### config.mk
export PLATFORM = sky130hd
export DESIGN_NAME = sccb_config_sequencer_flat
export DESIGN_NICKNAME = d
export VERILOG_FILES = /design/src/rtl/sccb_cfg_pkg.sv /design/src/rtl/sccb_cfg_if.sv /design/src/rtl/sccb_cfg_delay.sv /design/src/rtl/sccb_config_sequencer.sv /design/src/flat_wrapper.sv
export SDC_FILE = /design/constraint.sdc
export NUM_CORES = 1
export LEC_CHECK = 0
export BUFFER_PORTS_ARGS = -buffer_cell sky130_fd_sc_hd__buf_2
export CELL_PAD_IN_SITES_DETAIL_PLACEMENT = 1
export CELL_PAD_IN_SITES_GLOBAL_PLACEMENT = 1
export CORE_ASPECT_RATIO = 0.75
export CORE_UTILIZATION = 51
export DETAILED_ROUTE_END_ITERATION = 10
export PLACE_DENSITY = 0.86
export SLEW_MARGIN = 10
export SYNTH_ARGS = -nofsm -noshare
export SYNTH_HDL_FRONTEND = slang
export SYNTH_SLANG_ARGS = --single-unit
### constraint.sdc
create_clock -name clk -period 4.5 [get_ports clk]
set_input_delay 0.225 -clock clk [delete_from_list [all_inputs] [get_ports clk]]
set_output_delay 0.225 -clock clk [all_outputs]
set_load 0.05 [all_outputs]
### src/rtl/sccb_cfg_pkg.sv
// sccb_cfg_pkg: opcodes, FSM states, error codes and delay scaling for the SCCB config sequencer
package sccb_cfg_pkg;
  typedef enum logic [1:0] {OP_WRITE = 2'd0, OP_DELAY = 2'd1, OP_VERIFY = 2'd2, OP_END = 2'd3} op_t;
  typedef enum logic [3:0] {
    S_IDLE, S_FETCH, S_DECODE, S_ISSUE, S_WAIT, S_DELAY, S_RDISSUE, S_RDWAIT, S_DONE, S_ERROR
  } state_t;
  typedef enum logic [1:0] {ERR_NONE = 2'd0, ERR_NACK = 2'd1, ERR_OVERRUN = 2'd2, ERR_VERIFY = 2'd3} err_t;
  function automatic int clocks_per_unit(input int clk_freq, input int unit_us);
    return clk_freq / 1_000_000 * unit_us;
  endfunction
endpackage

### src/rtl/sccb_cfg_if.sv
// sccb_cfg_if: start/done handshake between the config sequencer (master) and the SCCB engine (slave)
interface sccb_cfg_if #(
  parameter int REG_ADDR_W = 8,
  parameter int DATA_W = 8
);
  logic ready, start, rw, done, nack;
  logic [REG_ADDR_W-1:0] addr;
  logic [DATA_W-1:0] wdata, rdata;
  modport master(input ready, rdata, done, nack, output start, rw, addr, wdata);
  modport slave(output ready, rdata, done, nack, input start, rw, addr, wdata);
endinterface

### src/rtl/sccb_cfg_delay.sv
// sccb_cfg_delay: loadable down-counter that stops at zero and flags it
module sccb_cfg_delay #(
  parameter int W = 8
) (
  input  logic         clk,
  input  logic         reset_n,
  input  logic         load,
  input  logic [W-1:0] value,
  output logic         zero
);
  logic [W-1:0] cnt;
  assign zero = cnt == '0;
  always_ff @(posedge clk or negedge reset_n)
    if (!reset_n) cnt <= '0;
    else cnt <= load ? value : zero ? cnt : cnt - W'(1);
endmodule

### src/rtl/sccb_config_sequencer.sv
// sccb_config_sequencer: walks a config ROM driving an SCCB engine; SCCB_CFG_VERIFY_EN adds write-verify
module sccb_config_sequencer
  import sccb_cfg_pkg::*;
#(
  parameter int CLK_FREQ = 25_000_000,
  parameter int REG_ADDR_W = 8,
  parameter int DATA_W = 8,
  parameter int ROM_ADDR_W = 8,
  parameter int DELAY_UNIT_US = 1000,
  parameter int MAX_RETRIES = 3,
  parameter int AUTO_START = 1
) (
  input  logic                             clk,
  input  logic                             reset_n,
  input  logic                             start,
  output logic [ROM_ADDR_W-1:0]            rom_addr,
  input  logic [2+REG_ADDR_W+DATA_W-1:0]   rom_data,
  sccb_cfg_if.master                       sccb,
  output logic                             busy,
  output logic                             done,
  output logic                             error,
  output logic [1:0]                       err_code,
  output logic [ROM_ADDR_W-1:0]            err_index
);
  localparam int FW = REG_ADDR_W + DATA_W;
  localparam int CPU = clocks_per_unit(CLK_FREQ, DELAY_UNIT_US);
  localparam int CW = FW + $clog2(CPU + 1);
  localparam int RW = MAX_RETRIES > 0 ? $clog2(MAX_RETRIES + 1) : 1;
  state_t state, state_d;
  op_t op;
  err_t code_d;
  logic [RW-1:0] retries;
  logic [REG_ADDR_W-1:0] addr_q;
  logic [DATA_W-1:0] data_q;
  logic [CW-1:0] dly_val;
  logic auto_q, go, adv, retry, fail, fin, latch, dly_load, dly_zero, last, can_retry, verify_q;
  assign op = op_t'(rom_data[FW+1:FW]);
  assign dly_val = CW'(rom_data[FW-1:0]) * CW'(CPU);
  assign last = &rom_addr;
  assign can_retry = int'(retries) < MAX_RETRIES;
  assign busy = state != S_IDLE;
  assign sccb.addr = addr_q;
  assign sccb.wdata = data_q;
`ifdef SCCB_CFG_VERIFY_EN
  assign sccb.start = (state == S_ISSUE || state == S_RDISSUE) && sccb.ready;
  assign sccb.rw = state == S_RDISSUE;
  always_ff @(posedge clk or negedge reset_n)
    if (!reset_n) verify_q <= 1'b0;
    else if (latch) verify_q <= op == OP_VERIFY;
`else
  assign sccb.start = state == S_ISSUE && sccb.ready;
  assign sccb.rw = 1'b0;
  assign verify_q = 1'b0;
`endif
  always_comb begin
    state_d = state;
    {go, adv, retry, fail, fin, latch, dly_load} = '0;
    code_d = ERR_NONE;
    case (state)
      S_IDLE: begin
        go = start || auto_q;
        state_d = go ? S_FETCH : S_IDLE;
      end
      S_FETCH: state_d = S_DECODE;
      S_DECODE: begin
        latch = 1'b1;
        fin = op == OP_END;
        dly_load = op == OP_DELAY;
        adv = dly_load && dly_val == '0;
        state_d = fin ? S_DONE : dly_load ? S_DELAY : S_ISSUE;
      end
      S_ISSUE: state_d = sccb.ready ? S_WAIT : S_ISSUE;
      S_WAIT: if (sccb.done) begin
        retry = sccb.nack && can_retry;
        fail = sccb.nack && !can_retry;
        code_d = ERR_NACK;
        adv = !sccb.nack && !verify_q;
        state_d = sccb.nack ? S_ISSUE : S_RDISSUE;
      end
`ifdef SCCB_CFG_VERIFY_EN
      S_RDISSUE: state_d = sccb.ready ? S_RDWAIT : S_RDISSUE;
      S_RDWAIT: if (sccb.done) begin
        retry = sccb.nack && can_retry;
        fail = sccb.nack ? !can_retry : sccb.rdata != data_q;
        code_d = sccb.nack ? ERR_NACK : ERR_VERIFY;
        adv = !sccb.nack && sccb.rdata == data_q;
        state_d = S_ISSUE;
      end
`endif
      S_DELAY: adv = dly_zero;
      default: state_d = S_IDLE;
    endcase
    if (adv && last) begin
      fail = 1'b1;
      code_d = ERR_OVERRUN;
    end
    if (adv && !last) state_d = S_FETCH;
    if (fail) state_d = S_ERROR;
  end
  always_ff @(posedge clk or negedge reset_n)
    if (!reset_n) begin
      state <= S_IDLE;
      auto_q <= 1'(AUTO_START);
      {rom_addr, retries, addr_q, data_q, done, error, err_code, err_index} <= '0;
    end else begin
      state <= state_d;
      auto_q <= 1'b0;
      if (go) {rom_addr, retries, done, error, err_code, err_index} <= '0;
      if (adv && !last) rom_addr <= rom_addr + ROM_ADDR_W'(1);
      if (adv) retries <= '0;
      if (retry) retries <= retries + RW'(1);
      if (latch) {addr_q, data_q} <= rom_data[FW-1:0];
      if (fin) done <= 1'b1;
      if (fail) begin
        error <= 1'b1;
        err_code <= code_d;
        err_index <= rom_addr;
      end
    end
  sccb_cfg_delay #(.W(CW)) u_delay (
    .clk(clk), .reset_n(reset_n), .load(dly_load), .value(dly_val), .zero(dly_zero)
  );
endmodule

### src/flat_wrapper.sv
// flat-port wrapper written by rule: the top's interface ports become plain ports
module sccb_config_sequencer_flat import sccb_cfg_pkg::*;
#(
  parameter int CLK_FREQ = 25_000_000,
  parameter int REG_ADDR_W = 8,
  parameter int DATA_W = 8,
  parameter int ROM_ADDR_W = 8,
  parameter int DELAY_UNIT_US = 1000,
  parameter int MAX_RETRIES = 3,
  parameter int AUTO_START = 1
)
  (clk, reset_n, start, rom_addr, rom_data, busy, done, error, err_code, err_index, sccb_ready, sccb_rdata, sccb_done, sccb_nack, sccb_start, sccb_rw, sccb_addr, sccb_wdata);
  sccb_cfg_if #(.REG_ADDR_W(REG_ADDR_W), .DATA_W(DATA_W)) sccb_i ();
  input  logic clk;
  input  logic reset_n;
  input  logic start;
  output logic [ROM_ADDR_W-1:0] rom_addr;
  input  logic [2+REG_ADDR_W+DATA_W-1:0] rom_data;
  output logic busy;
  output logic done;
  output logic error;
  output logic [1:0] err_code;
  output logic [ROM_ADDR_W-1:0] err_index;
  input wire logic [$bits(sccb_i.ready)-1:0] sccb_ready;
  input wire logic [$bits(sccb_i.rdata)-1:0] sccb_rdata;
  input wire logic [$bits(sccb_i.done)-1:0] sccb_done;
  input wire logic [$bits(sccb_i.nack)-1:0] sccb_nack;
  output wire logic [$bits(sccb_i.start)-1:0] sccb_start;
  output wire logic [$bits(sccb_i.rw)-1:0] sccb_rw;
  output wire logic [$bits(sccb_i.addr)-1:0] sccb_addr;
  output wire logic [$bits(sccb_i.wdata)-1:0] sccb_wdata;
  assign sccb_i.ready = sccb_ready;
  assign sccb_i.rdata = sccb_rdata;
  assign sccb_i.done = sccb_done;
  assign sccb_i.nack = sccb_nack;
  assign sccb_start = sccb_i.start;
  assign sccb_rw = sccb_i.rw;
  assign sccb_addr = sccb_i.addr;
  assign sccb_wdata = sccb_i.wdata;
  sccb_config_sequencer #(.CLK_FREQ(CLK_FREQ), .REG_ADDR_W(REG_ADDR_W), .DATA_W(DATA_W), .ROM_ADDR_W(ROM_ADDR_W), .DELAY_UNIT_US(DELAY_UNIT_US), .MAX_RETRIES(MAX_RETRIES), .AUTO_START(AUTO_START)) u_core (.clk(clk), .reset_n(reset_n), .start(start), .rom_addr(rom_addr), .rom_data(rom_data), .sccb(sccb_i), .busy(busy), .done(done), .error(error), .err_code(err_code), .err_index(err_index));
endmodule
==> impl_metrics.env, run 1 <==
export IMPL_ys_seq_area_share_pct=24.2
export IMPL_hpwl_um=22800
export IMPL_htree_levels=3
export IMPL_die_w_um=144
export IMPL_failing_step="clock tree synthesis"
export IMPL_cts_resized=173
export IMPL_synth_cell_types=81
export IMPL_ios=71
export IMPL_initial_core_util_pct=52.6
export IMPL_cts_hold_buf=0
export IMPL_cts_sinks=74
export IMPL_postCtsSetupBuffers=29
export IMPL_status="aborted with a tool error"
export IMPL_row_count=38
export IMPL_synth_top_flop_cell="dfrtp_1"
export IMPL_syn_inst=841
export IMPL_die_h_um=108
export IMPL_cts_max_path_buffers=2
export IMPL_numCtsBuffers=9
export IMPL_yosys_warnings=0
export IMPL_clock_tree_root_cell="clkbuf_16"
export IMPL_synth_edf_count=0
export IMPL_place_congestion=0.901
export IMPL_synth_seq_cells=74
export IMPL_ys_async_sr_fraction_pct=100
export IMPL_placedCellCount=1212
export IMPL_io_buffers=61
export IMPL_place_ws_ns=-0.970
export IMPL_avgSynthCellArea_um2=9.11
export IMPL_synth_area_um2=7660
export IMPL_error="[ERROR DPL-0033] detailed placement checks failed during check placement."
## cells by family after synthesis
logic type      after synthesis  synth area share (%)
other cells                   1                0.0490
mux                          18                  2.61
xor+xnor                     37                  4.33
buf+inv                     127                  6.60
fa+ha+maj                   149                  28.7
simple gates                260                  17.4
flops                        74                  24.2
compound gates              175                  16.2
## cell usage after synthesis (18+ instances only)
library cell / n / share of area, %
xor2_1: 18 / 2.1
dfrtp_1: 73 / 24
clkbuf_1: 18 / 0.88
inv_1: 95 / 4.7
nor3_1: 20 / 1.3
fa_1: 44 / 12
ha_1: 105 / 17
nand3_1: 38 / 2.5
xnor2_1: 18 / 2.1
nand2_1: 74 / 3.6
o21ai_0: 34 / 2.2
a21oi_1: 31 / 2.0
nor2_1: 45 / 2.2
## metrics by stage
step	area, um^2	setup TNS (ns)
2_1_floorplan	8060	-2.32
3_5_place_dp	9520	-22.36
3_3_place_gp	9520	-16.50
==> run 2, diff against run 1 <==
--- a/config.mk
+++ b/config.mk
@@ -6,12 +6,9 @@
 export NUM_CORES = 1
 export LEC_CHECK = 0
 export BUFFER_PORTS_ARGS = -buffer_cell sky130_fd_sc_hd__buf_2
-export CELL_PAD_IN_SITES_DETAIL_PLACEMENT = 1
-export CELL_PAD_IN_SITES_GLOBAL_PLACEMENT = 1
-export CORE_ASPECT_RATIO = 0.75
-export CORE_UTILIZATION = 51
+export CORE_UTILIZATION = 40
 export DETAILED_ROUTE_END_ITERATION = 10
-export PLACE_DENSITY = 0.86
+export PLACE_DENSITY_LB_ADDON = 0.15
 export SLEW_MARGIN = 10
 export SYNTH_ARGS = -nofsm -noshare
 export SYNTH_HDL_FRONTEND = slang
==> impl_metrics.env, run 2 <==
export IMPL_mostFrequentLayoutCells="buf_4 (171), inv_1 (76), dfrtp_1 (73)"
export IMPL_synth_top_cell_by_area="dfrtp_1"
export IMPL_tritoncts="yes"
export IMPL_via_count=6792
export IMPL_hold_path_class="in2async"
export IMPL_yosysTopAreaCellShare_pct=23.9
export IMPL_clockPowerShare_pct=8.7
export IMPL_clock_tree_root_cell="clkbuf_16"
export IMPL_peakVddDrop_v=0.000400
export IMPL_hpwl_um=15500
export IMPL_final_antenna_net_count=0
export IMPL_die_w_um=140
export IMPL_cts_sinks=74
export IMPL_die_h_um=140
export IMPL_synth_top_family_by_area="adder cells"
export IMPL_die_area_um2=19700
export IMPL_status="finished, violations left"
export IMPL_power_mw=9.13
export IMPL_critPathArrivalTime_ns=4.81
export IMPL_synth_seq_cells=74
export IMPL_rsz0062_at_grt="yes"
export IMPL_cts_hold_buf=0
export IMPL_synth_most_common_cell="ha_1"
export IMPL_grt_pass1_wl_um=33800
export IMPL_numCtsBuffers=9
export IMPL_worst_slack_ns=-0.0678
export IMPL_largest_reg_flops=31
export IMPL_synth_cell_types=81
export IMPL_slew_viol_final=0
export IMPL_fin_crit_ns=4.57
export IMPL_setup_viol=13
export IMPL_skew_ns=0.0158
export IMPL_max_freq_ghz=0.219
export IMPL_avgSynthCellArea_um2=9.11
export IMPL_initialDrtViolationCount=229
export IMPL_yosys_warnings=0
export IMPL_synth_compound_area_share_pct=16.2
export IMPL_placedCellCount=1251
export IMPL_initial_core_util_pct=40.9
export IMPL_p_int_mw=4.97
export IMPL_slew_headroom_pct=33.4
export IMPL_antenna_found_initial=0
export IMPL_fill_cells=1576
export IMPL_layout_drive_gt1_share_pct=40.2
export IMPL_synth_area_um2=7660
export IMPL_clk_latency_ns=0.35
export IMPL_nets=1242
export IMPL_io_buffers=61
export IMPL_place_congestion=0.841
export IMPL_p_leak_nw=4.95
export IMPL_ys_seq_area_share_pct=24.2
export IMPL_start_kind="input pin"
export IMPL_worstMarginPinSlew_ns=0.999
export IMPL_diodes=0
export IMPL_endpoint_kind="flip-flop"
export IMPL_htree_levels=3
export IMPL_cts_clk_slew_worst_paths_ns=0.07
export IMPL_drc=0
export IMPL_synthXorXnorAreaFrac_pct=4.33
export IMPL_sw_frac_of_total_pct=45.6
export IMPL_layout_commonest_cell="buf_4"
export IMPL_synth_edf_count=0
export IMPL_routed_wl_um=20200
export IMPL_row_count=50
export IMPL_powerDensity_nw_per_um2=835
export IMPL_core_um2=18700
export IMPL_pwr_share_seq_pct=12.6
export IMPL_path_class="in2reg"
export IMPL_worstPathRequired_ns=4.74
export IMPL_gr_total_overflow=0
export IMPL_power_frac_comb_pct=78.7
export IMPL_min_period_over_period_pct=102
export IMPL_grt_pass1_vias=6852
export IMPL_setup_tns_ns=-0.434
export IMPL_grt_usage_pct=21.7
export IMPL_syn_to_final_growth_pct=42.7
export IMPL_hold_viol_final=0
export IMPL_synth_commonest_cells="ha_1 (105), inv_1 (95), nand2_1 (74)"
export IMPL_synth_area_leaders="dfrtp_1 (24%), ha_1 (17%), fa_1 (12%)"
export IMPL_finalHoldWorstSlack_ns=0.0421
export IMPL_cts_max_path_buffers=2
export IMPL_synth_top_flop_cell="dfrtp_1"
export IMPL_ys_async_sr_fraction_pct=100
export IMPL_max_cap_viol_count=0
export IMPL_dr_pass1_iters=5
export IMPL_grt_max_degree=75
export IMPL_viasPerCell=5.22
export IMPL_muxShareOfSynthArea_pct=2.61
export IMPL_ios=71
export IMPL_worstPathMaxFanout=3
export IMPL_wl_per_cell_um=15.6
export IMPL_final_cell_count_no_fill=1300
export IMPL_violations="negative setup slack"
export IMPL_switchingPower_mw=4.16
export IMPL_synth_fa_ha_area_share_pct=28.7
export IMPL_synth_simple_area_share_pct=17.4
export IMPL_top_register="u_core.u_delay.cnt"
export IMPL_syn_inst=841
## run 2: layer usage
layer	vias to the layer above	part of all wire, %	track usage, %
li1	3434	-	-
met1	3233	48	28.7
met2	99	48	36.5
met3	26	2.4	2.70
met4	0	2.3	7.35
met5	-	0	0
## run 2: per-stage QoR
stage / area, um^2 / setup WS [ns] / util [%]
2_1_floorplan: 8060 / -0.214 / -
3_3_place_gp: 9580 / -0.783 / 51.2
3_5_place_dp: 9580 / -0.799 / 51.2
4_1_cts: 10700 / -0.0573 / 57.1
5_1_grt: 10900 / -0.262 / 58.4
6_report: 10900 / -0.0678 / 58.4
## run 2: what timing repair did
item / in CTS / in global routing
pin swaps: 73 / 51
buffers inserted: 26 / 8
resized for setup: 115 / 48
endpoints found under the setup margin: 24 / 24
cloned: 2 / 0
## run 2: power groups by stage
| stage | combinational (mW) | sequential (mW) | clock (mW) |
|---|---|---|---|
| floorplan | 3.28 | 1.49 | 0 |
| global placement | 5.56 | 1.15 | 0 |
| detailed placement | 5.59 | 1.16 | 0 |
| CTS | 6.75 | 1.15 | 0.812 |
| global route | 7.82 | 1.19 | 0.839 |
| finish | 7.18 | 1.15 | 0.793 |
## run 2: path summary, 6_finish.rpt
path                            cells past startpoint  slack, ns                   from               endpoint
worst max register to register                     11       1.03  u_core.u_delay.cnt[0]     u_core.rom_addr[0]
worst min-delay path                                1       0.04                reset_n  u_core.u_delay.cnt[3]
worst min register to register                      2       0.49     u_core.err_code[1]     u_core.err_code[1]
max in group asynchronous                           1       3.82                reset_n           u_core.error
worst max-delay path                               19      -0.07            rom_data[6]     u_core.rom_addr[4]
min in group clk                                    2       0.13           rom_data[12]    u_core.sccb.addr[4]
## run 2: critical path, stage by stage
cell and delay, ns:
buf_6 0.11, ha_4 0.24, ha_4 0.25, fa_1 0.52
inv_1 0.05, fa_1 0.45, fa_1 0.52, inv_2 0.05
ha_4 0.24, buf_4 0.14, a21oi_4 0.16, o21ai_4 0.07
a21oi_2 0.14, nor3b_2 0.07, or4_4 0.52, a211o_1 0.31
nor4b_4 0.30, a21oi_2 0.12, a221o_1 0.32
## run 2: cell families (layout without fill, tap and decap cells)
family	Yosys count	in the layout
multiplexers	18	18
XOR/XNOR	37	37
AO/OA/AOI/OAI	175	175
adder cells (fa/ha/maj)	149	149
buffers and inverters	127	351
flip-flops	74	74
other	1	2
AND/OR/NAND/NOR	260	260
## run 2: final cells by class
class	count	area, um^2	area share (%)
inverter	95	362	3.31
multi-input combinational	641	6280	57.5
timing repair buffer	240	1830	16.8
clock buffer	9	225	2.06
sequential	74	1850	17.0
tap	234	293	2.68
clock inverter	7	82.6	0.755
Power figures use the tool's default switching activity.
==> run 3, diff against run 2 <==
--- a/config.mk
+++ b/config.mk
@@ -6,7 +6,7 @@
 export NUM_CORES = 1
 export LEC_CHECK = 0
 export BUFFER_PORTS_ARGS = -buffer_cell sky130_fd_sc_hd__buf_2
-export CORE_UTILIZATION = 40
+export CORE_UTILIZATION = 50
 export DETAILED_ROUTE_END_ITERATION = 10
 export PLACE_DENSITY_LB_ADDON = 0.15
 export SLEW_MARGIN = 10
==> impl_metrics.env, run 3 (same netlist as run 2, synthesis figures left out) <==
export IMPL_status="finished, violations left"
export IMPL_violations="negative setup slack"
export IMPL_die_w_um=126
export IMPL_syn_to_final_growth_pct=39.7
export IMPL_reg2reg_slack_ns=0.69
export IMPL_core_um2=14800
export IMPL_place_congestion=0.931
export IMPL_largest_reg_flops=31
export IMPL_diodes=0
export IMPL_die_h_um=126
export IMPL_max_freq_ghz=0.212
export IMPL_seqCellArea_um2=1850
export IMPL_hpwl_um=15800
export IMPL_ios=71
export IMPL_numCtsBuffers=9
export IMPL_power_mw=9.00
export IMPL_clk_latency_ns=0.34
export IMPL_clock_tree_root_cell="clkbuf_16"
export IMPL_hold_path_class="in2async"
export IMPL_top_register="u_core.u_delay.cnt"
export IMPL_multiInputGateArea_um2=6220
export IMPL_layout_drive_gt1_share_pct=37.7
export IMPL_layout_commonest_cell="buf_4"
export IMPL_gr_total_overflow=0
export IMPL_via_count=7167
export IMPL_p_leak_nw=4.92
export IMPL_htree_levels=3
export IMPL_worst_slack_ns=-0.206
export IMPL_postLayoutCellArea_um2=10700
export IMPL_nets=1228
export IMPL_hold_viol_final=0
export IMPL_worstPathRequired_ns=4.73
export IMPL_cts_sinks=74
export IMPL_grt_pass1_vias=7425
export IMPL_viasPerCell=5.80
export IMPL_cts_clk_slew_worst_paths_ns=0.06
export IMPL_worstPathMaxFanout=5
export IMPL_row_count=44
export IMPL_powerDensity_nw_per_um2=842
export IMPL_fin_crit_ns=4.71
export IMPL_max_cap_viol_count=0
export IMPL_setup_tns_ns=-3.20
export IMPL_slew_headroom_pct=20.4
export IMPL_initial_core_util_pct=51.9
export IMPL_dr_pass1_iters=6
export IMPL_path_class="in2reg"
export IMPL_endpoint_kind="flip-flop"
export IMPL_peakVddDrop_v=0.000551
export IMPL_skew_ns=0.00706
export IMPL_fill_cells=1077
export IMPL_place_area_um2=9450
export IMPL_mostFrequentLayoutCells="buf_4 (148), inv_1 (79), dfrtp_1 (73)"
export IMPL_grt_pass1_wl_um=35500
export IMPL_drc=0
export IMPL_slew_viol_final=0
export IMPL_grt_max_degree=75
export IMPL_initialDrtViolationCount=425
export IMPL_rsz0062_at_grt="yes"
export IMPL_fin_util_pct=72.5
export IMPL_tritoncts="yes"
export IMPL_final_antenna_net_count=0
export IMPL_critPathArrivalTime_ns=4.93
export IMPL_antenna_found_initial=0
export IMPL_worstMarginPinSlew_ns=1.19
export IMPL_routed_wl_um=22200
export IMPL_setup_viol=24
export IMPL_wl_per_cell_um=18.0
export IMPL_min_period_over_period_pct=105
export IMPL_grt_usage_pct=27.9
export IMPL_die_area_um2=15800
export IMPL_place_ws_ns=-0.768
export IMPL_start_kind="input pin"
export IMPL_cts_max_path_buffers=2
export IMPL_io_buffers=61
-- run 3: final timing paths --
path	to	cells past startpoint	from
max reg2reg	u_core.rom_addr[0]	10	u_core.u_delay.cnt[0]
min	u_core.u_delay.cnt[3]	1	reset_n
max in group asynchronous	u_core.done	1	reset_n
min reg2reg	u_core.done	2	u_core.done
max	u_core.rom_addr[4]	19	rom_data[4]
min in group clk	u_core.sccb.addr[1]	2	rom_data[9]
-- run 3: repair_timing --
| item | in CTS | in global routing |
|---|---|---|
| hold buffers | 0 | 0 |
| endpoints found under the setup margin | 24 | 24 |
| hold endpoints to repair | 0 | 0 |
| cloned | 1 | 0 |
| gates resized for setup | 99 | 50 |
| setup buffers | 14 | 12 |
| pin swaps | 57 | 32 |
-- run 3: area by class of cell --
| type | instances | area share [%] |
|---|---|---|
| clock buffers | 10 | 2.14 |
| clock inverters | 5 | 0.971 |
| inverters | 95 | 3.36 |
| multi-input cells | 642 | 58.1 |
| flip-flops and latches | 74 | 17.3 |
| well taps | 184 | 2.15 |
| repair buffers | 225 | 15.9 |
-- run 3: report_power, final --
part	total (mW)	internal, mW	switching (mW)
Clock	0.829	0.539	0.290
Combinational	7.00	3.37	3.64
Sequential	1.17	0.931	0.237
Total	9.00	4.84	4.16
-- run 3: critical path, cell delays in order --
cell      delay [ns]
buf_4           0.14
ha_4            0.25
ha_4            0.27
inv_1           0.06
fa_1            0.52
fa_2            0.44
fa_1            0.50
inv_2           0.05
ha_4            0.26
buf_6           0.12
nand4_1         0.20
a211o_1         0.36
buf_6           0.13
a21o_1          0.16
nand3_2         0.07
nor4bb_4        0.37
a21boi_4        0.34
a21oi_2         0.12
a221o_1         0.33
-- run 3: routing by layer --
metal  vias to the layer above  GRT usage (%)  share of wire [%]
met5                         -              0                  0
met4                         0           10.1                2.8
met2                       233           50.6                 51
met1                      3474           34.2                 42
met3                        57           3.27                3.8
li1                       3403              -                  -
-- run 3: stage by stage --
step / cells / hold WS [ns]
2_1_floorplan: 842 / -0.0706
6_report: 1235 / 0.0459
3_3_place_gp: 1195 / 0.432
4_1_cts: 1225 / 0.0931
3_5_place_dp: 1195 / 0.453
5_1_grt: 1235 / 0.152
